<file path="src/rtl/rf_writeback_ctrl.sv">
// Register-file write-port arbiter: merges ALU and buffered LSU results into one
// registered write per cycle and tracks outstanding destinations in a busy vector.
module rf_writeback_ctrl #(
    parameter int unsigned DEPTH = 4,
    parameter int unsigned XLEN  = 32
) (
    input  logic            clk,
    input  logic            rst,
    input  logic            alu_valid,
    input  logic [4:0]      alu_rd,
    input  logic [XLEN-1:0] alu_data,
    output logic            alu_ready,
    input  logic            lsu_valid,
    input  logic [4:0]      lsu_rd,
    input  logic [XLEN-1:0] lsu_data,
    output logic            lsu_ready,
    input  logic            iss_valid,
    input  logic [4:0]      iss_rd,
    output logic [4:0]      A3,
    output logic            WE3,
    output logic [XLEN-1:0] WD3,
    output logic [31:0]     busy,
    output logic            fifo_full
);

    localparam int unsigned AW = (DEPTH > 1) ? $clog2(DEPTH) : 1;
    localparam int unsigned CW = $clog2(DEPTH + 1);

    typedef enum logic [1:0] {
        SRC_NONE,
        SRC_ALU,
        SRC_FIFO,
        SRC_BYP
    } src_t;

    logic [CW-1:0]   count;
    logic [AW-1:0]   rd_ptr;
    logic [AW-1:0]   wr_ptr;
    logic [4:0]      mem_rd   [DEPTH];
    logic [XLEN-1:0] mem_data [DEPTH];

    src_t            src;
    logic [4:0]      c_rd;
    logic [XLEN-1:0] c_data;
    logic            push;
    logic            pop;
    logic            wr;
    logic            full;
    logic [31:0]     busy_nxt;

    assign full      = (count == CW'(DEPTH));
    assign fifo_full = full;
    assign alu_ready = ~rst & ~full;
    assign lsu_ready = ~rst & ~full;

    // A full FIFO preempts the ALU so loads can never be starved indefinitely.
    always_comb begin
        src = SRC_NONE;
        if (full)
            src = SRC_FIFO;
        else if (alu_valid)
            src = SRC_ALU;
        else if (count != '0)
            src = SRC_FIFO;
        else if (lsu_valid)
            src = SRC_BYP;
    end

    always_comb begin
        c_rd   = '0;
        c_data = '0;
        case (src)
            SRC_ALU: begin
                c_rd   = alu_rd;
                c_data = alu_data;
            end
            SRC_FIFO: begin
                c_rd   = mem_rd[rd_ptr];
                c_data = mem_data[rd_ptr];
            end
            SRC_BYP: begin
                c_rd   = lsu_rd;
                c_data = lsu_data;
            end
            default: ;
        endcase
    end

    assign push = lsu_valid & lsu_ready & (src != SRC_BYP);
    assign pop  = (src == SRC_FIFO);
    assign wr   = (src != SRC_NONE) & (c_rd != 5'd0);

    // Set is applied after clear so a same-edge reissue keeps the register busy.
    always_comb begin
        busy_nxt = busy;
        if (wr)
            busy_nxt[c_rd] = 1'b0;
        if (iss_valid && iss_rd != 5'd0)
            busy_nxt[iss_rd] = 1'b1;
        busy_nxt[0] = 1'b0;
    end

    always_ff @(posedge clk) begin
        if (push) begin
            mem_rd[wr_ptr]   <= lsu_rd;
            mem_data[wr_ptr] <= lsu_data;
        end
    end

    always_ff @(posedge clk or posedge rst) begin
        if (rst) begin
            count  <= '0;
            rd_ptr <= '0;
            wr_ptr <= '0;
            A3     <= '0;
            WE3    <= 1'b0;
            WD3    <= '0;
            busy   <= '0;
        end else begin
            if (push)
                wr_ptr <= wr_ptr + AW'(1);
            if (pop)
                rd_ptr <= rd_ptr + AW'(1);
            if (push && !pop)
                count <= count + CW'(1);
            else if (pop && !push)
                count <= count - CW'(1);
            WE3 <= wr;
            if (wr) begin
                A3  <= c_rd;
                WD3 <= c_data;
            end
            busy <= busy_nxt;
        end
    end

endmodule

</file>
<file path="config.mk">
export PLATFORM = sky130hd
export DESIGN_NAME = rf_writeback_ctrl
export DESIGN_NICKNAME = d
export VERILOG_FILES = /design/src/rtl/rf_writeback_ctrl.sv
export SDC_FILE = /design/constraint.sdc
export NUM_CORES = 1
export LEC_CHECK = 0
export BUFFER_PORTS_ARGS = -buffer_cell sky130_fd_sc_hd__buf_4
export CAP_MARGIN = 20
export CORE_ASPECT_RATIO = 1.2
export CORE_MARGIN = 2
export CORE_UTILIZATION = 52
export CTS_BUF_LIST = sky130_fd_sc_hd__clkbuf_4
export DETAILED_ROUTE_END_ITERATION = 7
export PLACE_DENSITY = 0.78
export REMOVE_ABC_BUFFERS = 1
export SLEW_MARGIN = 30
export SYNTH_ARGS = -nofsm -noshare
export SYNTH_HDL_FRONTEND = slang
export SYNTH_SLANG_ARGS = --single-unit
</file>
<file path="constraint.sdc">
create_clock -name clk -period 2.9 [get_ports clk]
set_input_delay 0 -clock clk [delete_from_list [all_inputs] [get_ports clk]]
set_output_delay 0 -clock clk [all_outputs]
set_load 0.005 [all_outputs]
</file>
Word-level counts from Yosys, hierarchy flattened --
Memories as Yosys holds them, arrays and structs flattened. Index checks and enable logic that the tools add are counted.
Word-level totals: memories kept 2, register bits 76, memory bits (writable) 148, bits of input ports 84, output and inout port bits 73
Operators by class: equality and inequality tests 5, bitwise gates (word level) 9, $lt $le $gt $ge 4, reduce and logical (&&, ||, !) cells 12, $add $sub $neg 4, multiplexer cells 16
Memories:
- mem_data | depth 4, bits a word 32, rd ports 1, clocked after memory_dff 0, write ports 1, RTL line 40 | logic [XLEN-1:0] mem_data [DEPTH];
- mem_rd | depth 4, bits a word 5, rd ports 1, clocked after memory_dff 0, write ports 1, RTL line 39 | logic [4:0] mem_rd [DEPTH];
Operators by type and width (count):
- $pmux W32 S3 | 1
- $mux W32 | 2
- $and A32 B32 Y32 | 1
- $not A32 Y32 | 1
- $or A32 B32 Y32 | 1
- $pmux W5 S3 | 1
- $lt A5 B6 Y1 const B | 2
- $demux W1 S5 | 2
- $ge A5 B1 Y1 const B | 2
- $reduce_bool A5 Y1 | 2
- $mux W2 | 4
- $mux W3 | 2
- $logic_and A1 B1 Y1 | 5
- $add A2 B1 Y2 const B | 2
- $and A1 B1 Y1 | 4
- $eq A2 B2 Y1 const B | 2
- $mux W1 | 4
- $reduce_bool A2 Y1 | 2
- $add A3 B1 Y3 const B | 1
- $eq A3 B3 Y1 const B | 1
- $reduce_bool A3 Y1 | 1
- $sub A3 B1 Y3 const B | 1
- $eq A2 B1 Y1 const B | 1
- $logic_not A1 Y1 | 2
- other kinds (2) | 3

Depth between registers and ports, before layout --
Gate-level depths: netlist of the first run.
depth in word-level cells 15, depth in mapped cells 10, depth with buffers taken out 9

Least setup slack after synthesis of the first run --
Ideal clock, no wire load.
kind reg-to-reg, start reg count[0], end mem mem_data[2][0], enable pin, period minus slack after synthesis 3019 ps, required time 2502 ps, arrival 2621 ps, library setup time 398 ps, setup slack -119 ps, path buffers 1, stages on the path, launching flop included 6, cell sequence dfrtp_1 > nor4_1 > and2_1 > clkbuf_1 > nor4b_1 > and2_1
Between the ends: word-level cells in the longest chain between the ends 8
Ends and longest elaborated chain:
- start: declaration | RTL line 36 | logic [CW-1:0] count;
- start signal: assignment | RTL line 125 | count <= count + CW'(1);
- start signal: assignment | RTL line 127 | count <= count - CW'(1);
- $reduce_bool A3 Y1 | RTL line 63 | else if (count != '0)
- $mux W2 | RTL line 63
- $mux W2 | RTL line 61 | else if (alu_valid)
- $mux W2 | RTL line 59 | if (full)
- $ne A2 B2 Y1 | RTL line 89 | assign push = lsu_valid & lsu_ready & (src != SRC_BYP);
- $and A1 B1 Y1 (*) | RTL line 89
- named net push | RTL line 45 | logic push;
- $mux W1 (*) | RTL line 104 | if (push) begin
- $mux W1 (not written as such) (*) | RTL line 106 | mem_data[wr_ptr] <= lsu_data;
- end: declaration | RTL line 40
Mark *: on every way through the listed nets, which the timed path passes. The rest lies on a longest branch.

Worst setup path after layout of the first run --
start reg count[2], end reg WD3[12]
Between the ends: word-level cells in the longest chain between the ends 8
Ends and longest elaborated chain:
- $reduce_bool A3 Y1 | RTL line 63
- $mux W2 | RTL line 63
- $mux W2 | RTL line 61
- $mux W2 (*) | RTL line 59
- $eq A2 B2 Y1 or $eq A2 B1 Y1 (tied branches) | RTL line 72 | case (src)
- $pmux W5 S3 | RTL line 72
- $reduce_bool A5 Y1 | RTL line 91 | assign wr = (src != SRC_NONE) & (c_rd != 5'd0);
- $and A1 B1 Y1 | RTL line 91
- end signal: assignment | RTL line 131 | WD3 <= c_data;
- end: declaration | RTL line 21 | output logic [XLEN-1:0] WD3,
Every way passes the cells marked *; elsewhere a longest branch is shown, timed or not. A chain may end at the register's enable or synchronous reset.

==> impl_results.md, run 1 <==
* RSZ-0062 raised after global routing: no
* Status: finished with violations
* Final core occ at 71.0%
* Multi-input combinational cell area at 2380 um^2
* WL/cell at 21.1 um
* Hold Path Class: in -> reg
* CTS buffer count at 52
* Final Setup Violations at 0
* Pleak at 4.61 nW
* Number of primary I/O pins at 157
* Via count at 6458
* Number of max-cap violations at 0
* Vias in the first global route at 6754
* Post-synthesis sequential area ratio at 71.0%
* Antenna violation net count after detailed routing at 0
* Failing checks: DRC
* DPL Wire Length at 14300 um
* Synthesized area per cell at 16.5 um^2
* Final slew viol count at 0
* Clock insertion delay at the later pin of the skew report at 660 ps
* Final min period at 2780 ps
* Setup crit start kind: flip-flop
* Setup Buffers After CTS at 0
* Post-synthesis register bit count at 224
* Worst Setup End Kind: flip-flop
* Vias per cell at 5.92
* Clk_skew at 49.7 ps
* Clk slew on worst S/H paths at 70 ps
* DRT Pass-1 Iters at 8
* Final-layout fill cell count at 1062
* Post-synth EDFFs at 148
* Worst-Margin Slew at 723 ps
* Power per cell area at 924 nW/um^2
* Crit path kind: reg -> reg
* Largest net degree at the start of global routing at 58
* Clk root buf: clkbuf_4
* Slew HR at 51.7%
* Setup_tns at 0 ps
* Global-route wire length before repair at 35700 um
* Die Wd at 124 um
* Synth warn at 0
* Gp weighted congestion at 0.848
* Synth Cell Area at 8930 um^2
* Area grow syn2layout at 33.9%
* Initial Util at 53.0%
* CTS Sinks at 224
* CP max FO at 34
* Tot GR Track Use at 26.0%
* Core Region at 16900 um^2
* Row count at 52
* Cell count after synthesis at 540
* TritonCTS clock tree: done
* Fmax at 360 MHz
* Period utilization at 95.7%
* Main synth FF type: edfxtp_1
* Die area at 18200 um^2
* Crit path DAT at 3340 ps
* Initial antenna violation count at 2
* Share of layout cells above drive strength 1 at 36.7%
* Clock Tree Buf Depth at 3
* H-tree depth at 2
* Port buffer count at 155
* WP data required at 3460 ps
* Final #Nets at 921
* Violation count after the first detailed-routing iteration at 827
* Congestion Overflow GR at 0
* Routed Wire Length at 23000 um
* Post-route DRC at 2
* Tot Pwr at 11.1 mW
* Reg area at 6350 um^2
* Final hold vios at 0
* Synth async-reset ratio at 33.9%
* Netlist cell types at 45
* Die height at 148 um
* Max rail drop VDD at 0.525 mV
* PostCTS Resize Cnt at 0
[cells by family (layout without fill, tap and decap cells)]
family	Yosys count	count (layout)	share of synthesized area [%]
adder cells (fa/ha/maj)	6	6	0.925
XOR/XNOR	6	6	0.588
multiplexers	38	38	9.46
flip-flops	224	224	71.0
AND/OR/NAND/NOR	78	78	4.89
buffers and inverters	45	377	2.51
other	1	3	0.0420
AO/OA/AOI/OAI	142	142	10.5
[stage by stage]
step | setup slack (ps) | hold WS (ps) | cells | area [um^2]
after floorplan | -1830 | 47.5 | 505 | 8750
after global placement | 267 | 210 | 904 | 10400
after detailed placement | 159 | 106 | 904 | 10400
after CTS | 150 | 5.22 | 1088 | 12000
after global routing | 20.1 | 47.9 | 1090 | 12000
final | 124 | 52.7 | 1090 | 12000
[per-layer routing]
layer  share of wire (%)  GRT usage (%)
met3                 9.8           5.32
met2                  52           44.7
met1                  36           32.6
met4                 2.4           9.15
met5                   0              0
[worst max-delay path: stages (launching register included)]
cell	delay [ps]
dfrtp_1	440
or3b_1	420
and2_2	240
buf_4	210
a222oi_1	450
nand3_2	190
nor2_4	160
inv_2	300
a21oi_1	300
[cell type report]
class | count | share of cell area (%)
repair buffers | 272 | 18.9
multi-input cells | 271 | 19.9
clock buffers | 78 | 4.89
diodes | 2 | 0.0418
flip-flops and latches | 224 | 53.1
well taps | 216 | 2.26
inverters | 10 | 0.356
clock inverters | 17 | 0.596
[flip-flops by register name, indices dropped and copies added, names as in the netlist]
name and cells:
WE3 1, mem_data 128, mem_rd 20, A3 5, wr_ptr 2, rd_ptr 2, busy 31, count 3
WD3 32
[worst paths after layout]
| path | slack, ps | from | cells past startpoint | endpoint |
|---|---|---|---|---|
| setup / recovery | 120 | count[2] | 8 | WD3[12] |
| hold / removal | 50 | alu_rd[4] | 5 | busy[24] |
| setup reg to reg | 120 | count[2] | 8 | WD3[12] |
| hold reg to reg | 510 | A3[0] | 1 | A3[0] |
| max in group asynchronous | 1700 | rst | 5 | busy[21] |
| min in group asynchronous | 580 | rst | 4 | WD3[11] |
[power breakdown]
part / switching, mW / internal, mW / total [mW]
clock network: 1.17 / 1.23 / 2.40
logic: 2.03 / 1.98 / 4.01
registers: 0.454 / 4.19 / 4.64
[repair_timing]
item                                    CTS  global route
endpoints found under the setup margin    0             0
hold buffers                             89             0
endpoints found under the hold margin   294             0
[Yosys cell counts (4+ instances only)]
library cell    n  area [um^2]
dfrtp_1        76         1900
ha_1            5         62.6
a21oi_1        32          160
nor2_1          4         15.0
xnor2_1         4         35.0
nand3_1        10         50.1
inv_1           9         33.8
nor3_1         32          160
or3_1           5         31.3
edfxtp_1      148         4440
nand2_1         5         18.8
o21ai_0        60          300
clkbuf_1       21         78.8
buf_6           6         67.6
and2_1          6         37.5
nand3b_1        5         37.5
a222oi_1       33          330
a21o_1          4         30.0
buf_1           4         15.0
mux4_2         37          833
[cells in the final DEF (no fill, tap or decap), types with 5 or more instances in the layout]
master	instances
inv_1	8
dfrtp_1	74
clkbuf_4	78
nor3_1	32
or3_1	5
a222oi_1	33
ha_1	5
edfxtp_1	148
nand3_1	9
buf_4	183
nand3b_1	5
o21ai_0	60
dlygate4sd3_1	89
clkinv_1	13
a21oi_1	32
and2_2	6
nand2_1	5
mux4_2	37
No activity file was read; power rests on OpenSTA's default activity.
==> inputs of run 2 (changes only) <==
--- a/config.mk
+++ b/config.mk
@@ -7,7 +7,7 @@
 export LEC_CHECK = 0
 export BUFFER_PORTS_ARGS = -buffer_cell sky130_fd_sc_hd__buf_4
 export CAP_MARGIN = 20
-export CORE_ASPECT_RATIO = 1.2
+export CORE_ASPECT_RATIO = 1.4
 export CORE_MARGIN = 2
 export CORE_UTILIZATION = 52
 export CTS_BUF_LIST = sky130_fd_sc_hd__clkbuf_4
==> run 2 against run 1 <==
Against the previous run:
- the run now ends clean
- combinational power hardly changed
- hold slack worse by 2.0 ps
- flip-flop and latch count stayed put
- clock power is 3% higher
- clock-buffer cell count is 5 lower
- critical path depth is 1 higher
- via count is 0.48% lower
- first-iteration DRC count is 24% higher
- total power is 0.63% higher
- non-clock buffer count is 8 lower
- highest routed layer unchanged
==> impl_results.md, run 2 (synthesis results as in run 1) <==
* Area grow syn2layout at 33.9% (about the same)
* CTS buffer count at 51 (-1.9%)
* Number of primary I/O pins at 157 (unchanged)
* Buf/Inv on CP at 3 (+1)
* Share of power burned in the clock network at 22.2% (+0.5 points)
* WP data required at 3370 ps (-90 ps)
* Die height at 159 um (+7.8%)
* Die area at 18300 um^2 (about the same)
* R2r worst-path depth at 9 (+1)
* Internal power at 7.44 mW (+0.47%)
* Period utilization at 95.3% (-0.41 points)
* Fmax at 362 MHz (+0.43%)
* Clk slew on worst S/H paths at 70 ps (about the same)
* Final slew viol count at 0 (unchanged)
* Worst Slack Setup Final at 136 ps (+11.9 ps)
* Pre-CTS WS at 59.8 ps (-99.2 ps)
* Switching share of power at 33.1% (+0.10 points)
* Final Setup Violations at 0 (unchanged)
* Setup Buffers After CTS at 0 (unchanged)
* DRT Pass-1 Iters at 8 (unchanged)
* Initial antenna violation count at 1 (-1)
* Vias per cell at 6.03 (+1.8%)
* Violation count after the first detailed-routing iteration at 1027 (+24%)
* Slowest-stage cell, CP: dfrtp_2
* Setup_tns at 0 ps (unchanged)
* Core Region at 16800 um^2 (-0.21%)
* H-tree depth at 2 (unchanged)
* Vias in the first global route at 6867 (+1.7%)
* Gp weighted congestion at 0.900 (+6.2%)
* P_sw at 3.68 mW (+0.93%)
* Setup crit start kind: flip-flop
* Power per cell area at 930 nW/um^2 (+0.66%)
* Final-layout fill cell count at 1073 (+1.0%)
* Max reg flops at 128 (unchanged)
* Max rail drop VDD at 0.507 mV (-3.5%)
* Number of max-cap violations at 0 (unchanged)
* TritonCTS clock tree: done
* Crit path max-delay family: simple AND/OR/NAND/NOR gates
* Clk_skew at 46.3 ps (-3.37 ps)
* Port buffer count at 155 (unchanged)
* CP max FO at 35 (+2.9%)
* Hold Path Class: in -> reg
* Layout Cells excl Fill at 1066 (-2.2%)
* Row count at 56 (+7.7%)
* Via count at 6427 (-0.48%)
* Clock insertion delay at the later pin of the skew report at 640 ps (-20 ps)
* Final hold vios at 0 (unchanged)
* Clk root buf: clkbuf_4
* Flop pwr share at 41.8% (-0.2 points)
* Fin area at 12000 um^2 (about the same)
* Pleak at 4.60 nW (-0.33%)
* Share of layout cells above drive strength 1 at 36.8% (+0.078 points)
* Antenna violation net count after detailed routing at 0 (unchanged)
* Clock Tree Buf Depth at 3 (unchanged)
* Number of placed instances, taps included at 885 (-2.1%)
* Final min period at 2760 ps (-11.9 ps)
* Commonest non-fill, non-tap cell in the layout: buf_4
* RSZ-0062 raised after global routing: yes
* Crit path DAT at 3230 ps (-110 ps)
* Crit-path cells: or3b_1 -> and2_1 -> buf_4 -> a222oi_1 -> buf_4 -> nand3_2 -> buf_6 -> o21ai_0 -> o21ai_0
* WHS Path Cells at 5 (unchanged)
* WL/cell at 21.8 um (+3.5%)
* Slowest stage delay, CP at 460 ps (about the same)
* Cell depth of the worst setup path at 9 (+1)
* Tot GR Track Use at 25.7% (-0.27 points)
* Worst Setup End Kind: flip-flop
* Final #Nets at 912 (-0.98%)
* CTS Sinks at 224 (unchanged)
* Worst Hold Slack at 50.7 ps (-1.98 ps)
* Initial Util at 53.1% (+0.11 points)
* Post-route DRC at 0 (-2)
* Largest Register: mem_data
* Most frequent cells in the layout: 171 x buf_4, 148 x edfxtp_1, 87 x dlygate4sd3_1
* Final core occ at 71.1% (+0.13 points)
* Gate power share at 36.0% (-0.3 points)
* Largest net degree at the start of global routing at 42 (-28%)
* Worst-Margin Slew at 817 ps (+93.7 ps)
* Congestion Overflow GR at 0 (unchanged)
* Global-route wire length before repair at 36400 um (+2.0%)
* Status: complete, no violations
* DPL Wire Length at 14300 um (+0.27%)
* Post-DP Area at 10400 um^2 (-0.17%)
* Regs by FF count: mem_data (128), WD3 (32), busy (31)
* Die Wd at 115 um (-7.2%)
* Routed Wire Length at 23300 um (+1.2%)
* Crit path kind: reg -> reg
* Slew HR at 45.5% (-6.2 points)
* Tot Pwr at 11.1 mW (+0.63%)
-- run 2: layout make-up --
cell class / instances / area (um^2) / area share [%]
clock buffers: 73 / 548 / 4.58
diodes: 1 / 2.50 / 0.0209
inverters: 10 / 43.8 / 0.366
flip-flops and latches: 224 / 6350 / 53.1
multi-input cells: 271 / 2390 / 20.0
clock inverters: 20 / 114 / 0.952
repair buffers: 264 / 2260 / 18.9
well taps: 203 / 254 / 2.12
-- run 2: final timing paths --
kind                           start  slack [ps]       end
max in group asynchronous        rst        1850  busy[16]
max reg2reg                 count[1]         140   busy[1]
min reg2reg                    A3[4]         500     A3[4]
min in group asynchronous        rst         100   WD3[29]
min                        alu_rd[4]          50  busy[24]
max                         count[1]         140   busy[1]
-- run 2: power groups by stage --
| stage | Clock, mW | Combinational, mW | Sequential, mW |
|---|---|---|---|
| finish | 2.47 | 4.01 | 4.64 |
| global route | 2.68 | 4.35 | 4.71 |
| CTS | 2.52 | 3.95 | 4.62 |
| detailed placement | 0 | 3.83 | 4.67 |
| global placement | 0 | 3.69 | 4.63 |
| floorplan | 0 | 1.90 | 4.78 |
-- run 2: routing by layer --
layer  vias to the layer above  part of all wire [%]  track usage, %
met2                       384                    54            45.4
li1                       2794                     -               -
met1                      3172                    35            30.1
met3                        77                   7.4            4.68
met5                         -                     0               0
met4                         0                   3.6            12.0
-- run 2: what timing repair did --
item	CTS	global route
resized for setup	0	10
endpoints found under the hold margin	258	0
endpoints found under the setup margin	0	39
hold buffers	87	0
-- run 2: worst reg2reg max path, cell delays in order (launching register included) --
cell      delay [ps]
dfrtp_2          460
or3b_1           450
and2_1           230
buf_4            230
a222oi_1         370
buf_4            230
nand3_2          130
buf_6            240
o21ai_0          180
o21ai_0          110
